$ cat src/rtl/game_pkg.sv
// ---------------------------------------------------------------------------
// game_pkg
// Shared types and helpers for the round-based game sequencer.
//   game_state_t     : 3-bit FSM state encoding (IDLE..GAME_OVER)
//   DEPTH_W, LIVES_W : widths of the wall depth and per-player lives fields
//   in_goal_window() : true when a wall depth lies in the inclusive judge window
// ---------------------------------------------------------------------------
package game_pkg;

   localparam int DEPTH_W = 8;
   localparam int LIVES_W = 3;

   typedef enum logic [2:0] {
      ST_IDLE      = 3'd0,
      ST_COUNTDOWN = 3'd1,
      ST_PLAYING   = 3'd2,
      ST_ROUND_END = 3'd3,
      ST_GAME_OVER = 3'd4
   } game_state_t;

   // Window is [goal-delta, goal+delta], both ends inclusive.
   function automatic logic in_goal_window(input logic [DEPTH_W-1:0] depth,
                                           input int goal,
                                           input int delta);
      int d;
      d = int'(depth);
      return (d >= goal - delta) && (d <= goal + delta);
   endfunction

endpackage

$ cat src/rtl/frame_tick_gen.sv
// ---------------------------------------------------------------------------
// frame_tick_gen
// Counts frame pulses and emits a single-cycle tick on every period_in-th one.
// The tick is combinational with the frame pulse that completes the period,
// so the owner sees it in the same cycle as the closing frame.
//   clk_in, rst_in : clock, asynchronous active-high reset
//   clear_in       : synchronous clear of the frame count (wins over frame_in)
//   frame_in       : one-cycle frame pulse
//   period_in      : frames per tick (must be >= 1)
//   tick_out       : one-cycle tick
// ---------------------------------------------------------------------------
module frame_tick_gen
   import game_pkg::*;
(
   input  logic               clk_in,
   input  logic               rst_in,
   input  logic               clear_in,
   input  logic               frame_in,
   input  logic [DEPTH_W-1:0] period_in,
   output logic               tick_out
);

   logic [DEPTH_W-1:0] count_q, count_d;

   // NOTE: every signal written here gets a default first, so no path leaves
   // it unassigned and no latch is inferred.
   always_comb begin
      tick_out = 1'b0;
      count_d  = count_q;
      if (clear_in) begin
         count_d = '0;
      end else if (frame_in) begin
         // >= rather than == keeps the counter from running away if the
         // period is ever lowered below the current count.
         if (count_q >= period_in - 1'b1) begin
            tick_out = 1'b1;
            count_d  = '0;
         end else begin
            count_d = count_q + 1'b1;
         end
      end
   end

   // NOTE: state registers use non-blocking assignments so every flop samples
   // pre-edge values regardless of statement order.
   always_ff @(posedge clk_in or posedge rst_in) begin
      if (rst_in) count_q <= '0;
      else        count_q <= count_d;
   end

endmodule

$ cat src/rtl/game_round_controller.sv
// ---------------------------------------------------------------------------
// game_round_controller
// Multi-player round sequencer: runs the game FSM, advances the wall depth at
// a per-round speed that ramps up, judges each player against the wall inside
// the goal-depth window with a per-frame pixel threshold, and tracks lives.
//   clk_in, rst_in                   : clock, asynchronous active-high reset
//   start_in                         : one-cycle start pulse (IDLE / GAME_OVER)
//   hcount_in, vcount_in, data_valid_in, is_wall_in, is_person_in : pixel stream
//   hcount_out, vcount_out, data_valid_out, is_wall_out, is_collision_out :
//                                      pixel stream and flags, 1-cycle latency
//   wall_depth_out                   : current wall depth
//   wall_idx_out, wall_load_out      : wall mask index and one-cycle load request
//   lives_out                        : packed lives, player 0 in the LSBs
//   round_out                        : rounds completed (saturating)
//   game_state_out                   : registered FSM state
// ---------------------------------------------------------------------------
module game_round_controller
   import game_pkg::*;
#(
   parameter int NUM_PLAYERS         = 2,
   parameter int SCREEN_WIDTH        = 1280,
   parameter int SCREEN_HEIGHT       = 720,
   parameter int GOAL_DEPTH          = 60,
   parameter int GOAL_DEPTH_DELTA    = 10,
   parameter int MAX_WALL_DEPTH      = 75,
   parameter int MAX_FRAMES_PER_TICK = 15,
   parameter int MIN_FRAMES_PER_TICK = 2,
   parameter int SPEEDUP_ROUNDS      = 3,
   parameter int COUNTDOWN_FRAMES    = 120,
   parameter int COLLISION_THRESHOLD = 64,
   parameter int START_LIVES         = 3,
   parameter int NUM_WALLS           = 10
) (
   input  logic                           clk_in,
   input  logic                           rst_in,
   input  logic                           start_in,
   input  logic [10:0]                    hcount_in,
   input  logic [9:0]                     vcount_in,
   input  logic                           data_valid_in,
   input  logic                           is_wall_in,
   input  logic [NUM_PLAYERS-1:0]         is_person_in,
   output logic [10:0]                    hcount_out,
   output logic [9:0]                     vcount_out,
   output logic                           data_valid_out,
   output logic                           is_wall_out,
   output logic [NUM_PLAYERS-1:0]         is_collision_out,
   output logic [DEPTH_W-1:0]             wall_depth_out,
   output logic [3:0]                     wall_idx_out,
   output logic                           wall_load_out,
   output logic [LIVES_W*NUM_PLAYERS-1:0] lives_out,
   output logic [7:0]                     round_out,
   output logic [2:0]                     game_state_out
);

   localparam logic [10:0]         H_LAST     = 11'(SCREEN_WIDTH - 1);
   localparam logic [9:0]          V_LAST     = 10'(SCREEN_HEIGHT - 1);
   localparam logic [DEPTH_W-1:0]  DEPTH_TOP  = DEPTH_W'(MAX_WALL_DEPTH - 1);
   localparam logic [DEPTH_W-1:0]  FPT_MAX    = DEPTH_W'(MAX_FRAMES_PER_TICK);
   localparam logic [DEPTH_W-1:0]  FPT_MIN    = DEPTH_W'(MIN_FRAMES_PER_TICK);
   localparam logic [DEPTH_W-1:0]  CD_FRAMES  = DEPTH_W'(COUNTDOWN_FRAMES);
   localparam logic [7:0]          SPEEDUP    = 8'(SPEEDUP_ROUNDS);
   localparam logic [3:0]          WIDX_LAST  = 4'(NUM_WALLS - 1);
   localparam logic [LIVES_W-1:0]  LIVES_INIT = LIVES_W'(START_LIVES);
   localparam int                  CNT_W      = ($clog2(COLLISION_THRESHOLD + 1) > 7) ?
                                                $clog2(COLLISION_THRESHOLD + 1) : 7;
   localparam logic [CNT_W-1:0]    CNT_THRESH = CNT_W'(COLLISION_THRESHOLD);

   typedef logic [NUM_PLAYERS-1:0][LIVES_W-1:0] lives_t;

   // ------------------------------------------------------------------
   // Pixel stream: plain 1-cycle pipeline, independent of game state.
   // ------------------------------------------------------------------
   logic                   new_frame;
   logic [NUM_PLAYERS-1:0] coll_pix;
   logic [10:0]            hcount_q;
   logic [9:0]             vcount_q;
   logic                   valid_q, wall_q;
   logic [NUM_PLAYERS-1:0] coll_q;

   assign new_frame = data_valid_in && (hcount_in == H_LAST) && (vcount_in == V_LAST);
   assign coll_pix  = {NUM_PLAYERS{data_valid_in & is_wall_in}} & is_person_in;

   always_ff @(posedge clk_in or posedge rst_in) begin
      if (rst_in) begin
         hcount_q <= '0;
         vcount_q <= '0;
         valid_q  <= 1'b0;
         wall_q   <= 1'b0;
         coll_q   <= '0;
      end else begin
         hcount_q <= hcount_in;
         vcount_q <= vcount_in;
         valid_q  <= data_valid_in;
         wall_q   <= is_wall_in;
         coll_q   <= coll_pix;
      end
   end

   assign hcount_out       = hcount_q;
   assign vcount_out       = vcount_q;
   assign data_valid_out   = valid_q;
   assign is_wall_out      = wall_q;
   assign is_collision_out = coll_q;

   // ------------------------------------------------------------------
   // Game state registers
   // ------------------------------------------------------------------
   game_state_t            state_q, state_d;
   logic [DEPTH_W-1:0]     depth_q, depth_d;
   logic [DEPTH_W-1:0]     fpt_q, fpt_d;
   logic [7:0]             round_q, round_d;
   logic [3:0]             widx_q, widx_d;
   logic                   load_q, load_d;
   lives_t                 lives_q, lives_d;
   logic [NUM_PLAYERS-1:0] hit_q, hit_d;

   // One tick generator serves both the countdown and the wall speed; the
   // period is chosen by state and the count is held clear outside them.
   logic                   counting, tick;
   logic [DEPTH_W-1:0]     tick_period;

   assign counting    = (state_q == ST_COUNTDOWN) || (state_q == ST_PLAYING);
   assign tick_period = (state_q == ST_COUNTDOWN) ? CD_FRAMES : fpt_q;

   frame_tick_gen u_tick (
      .clk_in    (clk_in),
      .rst_in    (rst_in),
      .clear_in  (!counting),
      .frame_in  (new_frame && counting),
      .period_in (tick_period),
      .tick_out  (tick)
   );

   // ------------------------------------------------------------------
   // Per-player judging. Uses the registered (pre-tick) depth, so a frame
   // that closes with a tick into the window is judged at the old depth.
   // ------------------------------------------------------------------
   logic                   judge_active;
   logic [NUM_PLAYERS-1:0] hit_set;

   assign judge_active = (state_q == ST_PLAYING) &&
                         in_goal_window(depth_q, GOAL_DEPTH, GOAL_DEPTH_DELTA);

   for (genvar p = 0; p < NUM_PLAYERS; p++) begin : g_judge
      logic [CNT_W-1:0] cnt_q, cnt_d, cnt_sum;

      // cnt_sum already includes the current pixel, so a collision on the
      // closing pixel counts toward that frame's threshold compare.
      always_comb begin
         cnt_sum = cnt_q;
         if (coll_pix[p] && (cnt_q != '1)) cnt_sum = cnt_q + 1'b1;
         cnt_d = (new_frame || !judge_active) ? '0 : cnt_sum;
      end

      assign hit_set[p] = new_frame && judge_active && (cnt_sum >= CNT_THRESH);

      always_ff @(posedge clk_in or posedge rst_in) begin
         if (rst_in) cnt_q <= '0;
         else        cnt_q <= cnt_d;
      end
   end

   // Lives after this round's penalties, and whether everyone is out.
   lives_t     lives_after;
   logic       all_dead;
   logic [7:0] round_inc;

   always_comb begin
      lives_after = lives_q;
      all_dead    = 1'b1;
      for (int p = 0; p < NUM_PLAYERS; p++) begin
         if (hit_q[p] && (lives_q[p] != '0)) lives_after[p] = lives_q[p] - 1'b1;
         if (lives_after[p] != '0) all_dead = 1'b0;
      end
   end

   assign round_inc = (round_q == 8'hFF) ? round_q : round_q + 8'd1;

   // ------------------------------------------------------------------
   // FSM next state and datapath updates
   // ------------------------------------------------------------------
   always_comb begin
      state_d = state_q;
      depth_d = depth_q;
      fpt_d   = fpt_q;
      round_d = round_q;
      widx_d  = widx_q;
      load_d  = 1'b0;
      lives_d = lives_q;
      hit_d   = hit_q | hit_set;

      case (state_q)
         ST_IDLE, ST_GAME_OVER: begin
            if (start_in) begin
               lives_d = {NUM_PLAYERS{LIVES_INIT}};
               round_d = '0;
               fpt_d   = FPT_MAX;
               widx_d  = '0;
               hit_d   = '0;
               load_d  = 1'b1;
               state_d = ST_COUNTDOWN;
            end
         end
         ST_COUNTDOWN: begin
            if (tick) begin
               depth_d = '0;
               state_d = ST_PLAYING;
            end
         end
         ST_PLAYING: begin
            if (tick) begin
               // The tick that would reach MAX_WALL_DEPTH ends the round.
               if (depth_q == DEPTH_TOP) state_d = ST_ROUND_END;
               else                      depth_d = depth_q + 1'b1;
            end
         end
         ST_ROUND_END: begin
            lives_d = lives_after;
            hit_d   = '0;
            round_d = round_inc;
            widx_d  = (widx_q == WIDX_LAST) ? 4'd0 : widx_q + 4'd1;
            load_d  = 1'b1;
            if ((round_inc != 8'd0) && ((round_inc % SPEEDUP) == 8'd0))
               fpt_d = (fpt_q > FPT_MIN) ? fpt_q - 1'b1 : FPT_MIN;
            state_d = all_dead ? ST_GAME_OVER : ST_COUNTDOWN;
         end
         default: state_d = ST_IDLE;
      endcase
   end

   always_ff @(posedge clk_in or posedge rst_in) begin
      if (rst_in) begin
         state_q <= ST_IDLE;
         depth_q <= '0;
         fpt_q   <= FPT_MAX;
         round_q <= '0;
         widx_q  <= '0;
         load_q  <= 1'b0;
         lives_q <= '0;
         hit_q   <= '0;
      end else begin
         state_q <= state_d;
         depth_q <= depth_d;
         fpt_q   <= fpt_d;
         round_q <= round_d;
         widx_q  <= widx_d;
         load_q  <= load_d;
         lives_q <= lives_d;
         hit_q   <= hit_d;
      end
   end

   assign wall_depth_out = depth_q;
   assign wall_idx_out   = widx_q;
   assign wall_load_out  = load_q;
   assign lives_out      = lives_q;
   assign round_out      = round_q;
   assign game_state_out = state_q;

endmodule

$ cat config.mk
export PLATFORM = sky130hd
export DESIGN_NAME = game_round_controller
export DESIGN_NICKNAME = d
export VERILOG_FILES = /design/src/rtl/game_pkg.sv /design/src/rtl/frame_tick_gen.sv /design/src/rtl/game_round_controller.sv
export SDC_FILE = /design/constraint.sdc
export NUM_CORES = 1
export LEC_CHECK = 0
export BUFFER_PORTS_ARGS = -buffer_cell sky130_fd_sc_hd__buf_2
export CAP_MARGIN = 20
export CORE_MARGIN = 2
export CORE_UTILIZATION = 30
export DETAILED_ROUTE_END_ITERATION = 7
export PLACE_DENSITY_LB_ADDON = 0.08
export SLEW_MARGIN = 25
export SYNTH_ARGS = -nofsm -noshare
export SYNTH_HDL_FRONTEND = slang
export SYNTH_HIERARCHICAL = 1
export SYNTH_SLANG_ARGS = --single-unit
$ cat constraint.sdc
create_clock -name clk_in -period 8.16 [get_ports clk_in]
set_clock_uncertainty 0.1 [all_clocks]
set_input_delay 1.632 -clock clk_in [delete_from_list [all_inputs] [get_ports clk_in]]
set_output_delay 1.632 -clock clk_in [all_outputs]
set_load 0.05 [all_outputs]
==> metrics.md <==
| Metric | Value |
|---|---|
| CTS H-Tree Depth | `3` |
| Synth-to-layout area growth | `17.8%` |
| Post-DP HPWL | `approximately 10 mm` |
| Post-synthesis mux area share | `0.0131` |
| Setup CP Type | `flop to flop` |
| Clk root buf | `clkbuf_16` |
| VDD IR-drop max | `approximately 0.097 mV` |
| Mapped Avg Cell Area | `9.15 sq um` |
| Fraction of the mapped netlist area in simple logic gates | `0.236` |
| Type of the most critical hold path | `flop to flop` |
| Leak Pwr | `2.78 nW` |
| RSZ-0062 raised after global routing | `no` |
| CP startpoint | `round_out[0]$_DFFE_PP0P_` |
| Post-synthesis async set-or-reset flop share | `1.00` |
| R2R Setup Slk | `around 1.6 ns` |
| Num CTS Buffers | `9` |
| Design Power | `between 0.001 and 0.0015 W` |
| Vias in the first global route | `4471` |
| TritonCTS clock tree | `yes` |
| Largest net degree at the start of global routing | `80` |
| Met3 usage | `0.0364` |
| Worst EP required | `between 8 and 9 ns` |
| Largest family of logic cells by synthesized area | `simple AND/OR/NAND/NOR gates` |
| Clk_lat worst skew | `around 0.34 ns` |
| Final ANT Viol Nets | `0` |
| Placed cell count | `a little under 900` |
| Final Hold Viols | `0` |
| Minimum clock period | `around 6.6 ns` |
| Cell Rows | `48` |
| Reg2reg end | `fpt_q[6]$_DFFE_PP0P_` |
| DR vias/cell | `5.15` |
| Final wirelength | `roughly 14 mm` |
| # IOs | `83` |
| PD cells | `between 200 and 250 mW/mm^2` |
| Die X-Extent | `137 microns` |
| Endpoints failing setup | `0` |
| Die Area | `0.0189 sq mm` |
| Most frequent cells in the layout | `83 x dfrtp_1, 82 x buf_2, 63 x nor2_1, 48 x nand2_1, 38 x o21ai_0` |
| Remaining DRCs | `0` |
| Max-cap violation count | `0` |
| Synth Area in Compound Gates | `0.202` |
| GP Congestion | `about 0.85` |
| Final setup TNS | `0 ns` |
| Cells taking the most area after synthesis | `dfrtp_1 39%, ha_1 6.1%, nor2_1 4.4%, o21ai_0 3.6%, nand2_1 3.4%` |
| Final period util | `0.806` |
| First-pass GRT wire length | `roughly 22 mm` |
| Final nets | `716` |
| Global route total overflow | `0` |
| GRT Total Usage | `0.150` |
| Critical path fanouts, max | `10` |
| Most Crowded Layer GR | `met2` |
| Sequential share of the synthesized area | `0.408` |
| Post-CTS setup buffers | `0` |
| Filler Cell Count | `between 1500 and 2000` |
| Hold Path Origin | `hit_q[1]$_DFF_PP0_` |
| Port bufs | `82` |
| Layout Cells excl Fill | `~890` |
| Synth cell types | `77` |
| M2 GR Usage | `0.249` |
| # diodes | `0` |
| R2r worst-path depth | `25` |
| Top_reg_cell synth | `dfrtp_1` |
| Number of flops mapped to enable cells by yosys | `0` |
| Worst hold endpoint | `hit_q[1]$_DFF_PP0_` |
| First drt pass iteration count | `4` |
| Final setup margin | `between 1.5 and 2 ns` |
| Post-synthesis register bit count | `87` |
| Vias | `between 4000 and 5000` |
| Mapped Area | `0.00535 sq mm` |
| Avg WL per Cell | `between 15 and 20 microns` |
| Pre-CTS WS | `1.66 ns` |
| Adder-cell share of the synthesized area | `0.0608` |
| Top cell type's share of synthesized area | `0.388` |
| Clock sink count | `87` |
| Mapped Cells | `between 500 and 600` |
| WHS | `approximately 0.4 ns` |
| Core Area | `0.0174 sq mm` |
| Yosys top cell by area | `dfrtp_1` |
| CP arrival | `about 6.7 ns` |
| Final Max Tran Viols | `0` |
| Post-CTS sizing | `0` |
| Initial Utilization | `0.308` |
| Met1 Use GR | `0.197` |
| FF-to-FF Start | `round_out[0]$_DFFE_PP0P_` |
| Cts-stage hold buffer count | `0` |
| Crit end category | `flop` |
| Commonest non-fill, non-tap cell in the layout | `dfrtp_1` |
| Rel. slew slack | `0.380` |
| Clk buf depth | `2` |
| Ys Warns | `6` |
| Fmax | `~150 MHz` |
| Die Ht | `137 microns` |
| Initial antenna violation count | `0` |
| Status | `complete, no violations` |
| Clock transition at the registers of the reported paths | `about 0.060 ns` |
| Syn_nets | `~640` |
| Initial drt markers | `260` |
| Share of cells above drive strength 1 | `0.220` |
| XOR/XNOR Fraction of Synth Area | `0.0391` |
| Worst setup SP type | `flop` |
| Hold Path Depth | `2` |
| Least-Margin Pin Slew | `between 0.9 and 1 ns` |
-- critical path, stage by stage, from the launching register on --
cell,delay [ns]
dfrtp_1,0.51
ha_1,0.29
nand4_2,0.23
o211a_1,0.35
o22ai_1,0.23
a21oi_1,0.10
a221oi_1,0.36
a21o_2,0.24
inv_1,0.09
ha_1,0.23
inv_1,0.10
o2111ai_1,0.19
nor2_4,0.22
xnor2_1,0.23
inv_1,0.09
ha_1,0.25
or2_1,0.29
a221oi_2,0.27
xnor2_1,0.16
ha_1,0.28
nor4b_1,0.35
a311oi_1,0.18
o221ai_2,0.20
o2111ai_2,0.26
or4_1,0.58
o211ai_1,0.10
-- state kept, by name, summed over array words and instances (netlist names), 2 cells and up --
signal	count
u_tick/count_q	8
fpt_q	8
game_state_out	3
hcount_out	11
hit_q	2
round_out	8
wall_depth_out	8
g_judge.cnt_q	14
vcount_out	10
lives_out	6
is_collision_out	2
wall_idx_out	4
-- routing by layer --
| metal | wire length (microns) | up-vias |
|---|---|---|
| li1 | - | 2282 |
| met1 | 6410 | 2211 |
| met2 | 6480 | 87 |
| met3 | 529 | 12 |
| met4 | 114 | 0 |
| met5 | 0 | - |
-- power by group --
part	internal (W)	switching, W
Clock	0.000272	0.000179
Sequential	0.000451	0.0000255
Combinational	0.000136	0.000277
Total	0.000860	0.000482
-- cell usage after synthesis (3+ instances only) --
master     n
o41ai_1    3
and3_1    10
nand4_1   15
or2_2      8
nand2b_1  13
nand3_1   22
dfstp_2    4
inv_1     31
mux2i_1    7
a31oi_1    7
nor2_1    63
buf_6      3
a211oi_2   6
or3_1      8
buf_2      3
a21oi_1   29
nor2b_1    4
and4_1     3
and2_1     3
xnor2_1   12
o21ai_1    7
nand2_1   48
dfrtp_1   83
nand3b_1   3
o211ai_1   4
o311ai_2   4
ha_1      26
a211oi_1   3
clkbuf_1  11
o22ai_1    4
nor4_1     7
nor3_1    17
o31ai_1    4
a21boi_1   3
xor2_1    10
o21ai_0   38
a21o_1     4
-- through the flow --
step                 util  instance area, sq um
floorplan               -                  5350
global placement    0.344                  5960
detailed placement  0.344                  5960
CTS                 0.363                  6290
global route        0.363                  6300
finish              0.363                  6300
-- area by class of cell --
class / instances / area, sq um / area share
multi-input cells: 447 / 2950 / 0.468
flip-flops and latches: 87 / 2180 / 0.347
repair buffers: 85 / 437 / 0.0694
well taps: 225 / 282 / 0.0447
clock buffers: 9 / 225 / 0.0358
inverters: 32 / 121 / 0.0193
clock inverters: 7 / 103 / 0.0163
-- cells by family (layout without fill, tap and decap cells) --
kind of cell	Yosys count	after routing
xor gates and xnor gates	23	23
DFF	87	87
buffers and inverters	50	133
and+or+nand+nor	243	243
AOI/OAI and AO/OA	148	148
adders and majority gates	26	26
muxes	7	7
-- worst max-delay path by stage --
stage                                      end  slack (ns)  cells after the start
final                     fpt_q[6]$_DFFE_PP0P_        1.58                     25
after global routing      fpt_q[6]$_DFFE_PP0P_        1.06                     25
after CTS                 fpt_q[6]$_DFFE_PP0P_        1.63                     25
after detailed placement  fpt_q[5]$_DFFE_PP0P_        1.66                     25
after global placement    fpt_q[6]$_DFFE_PP0P_        1.97                     25
after floorplan           fpt_q[5]$_DFFE_PP0P_        2.04                     25
Power figures use the tool's default switching activity.
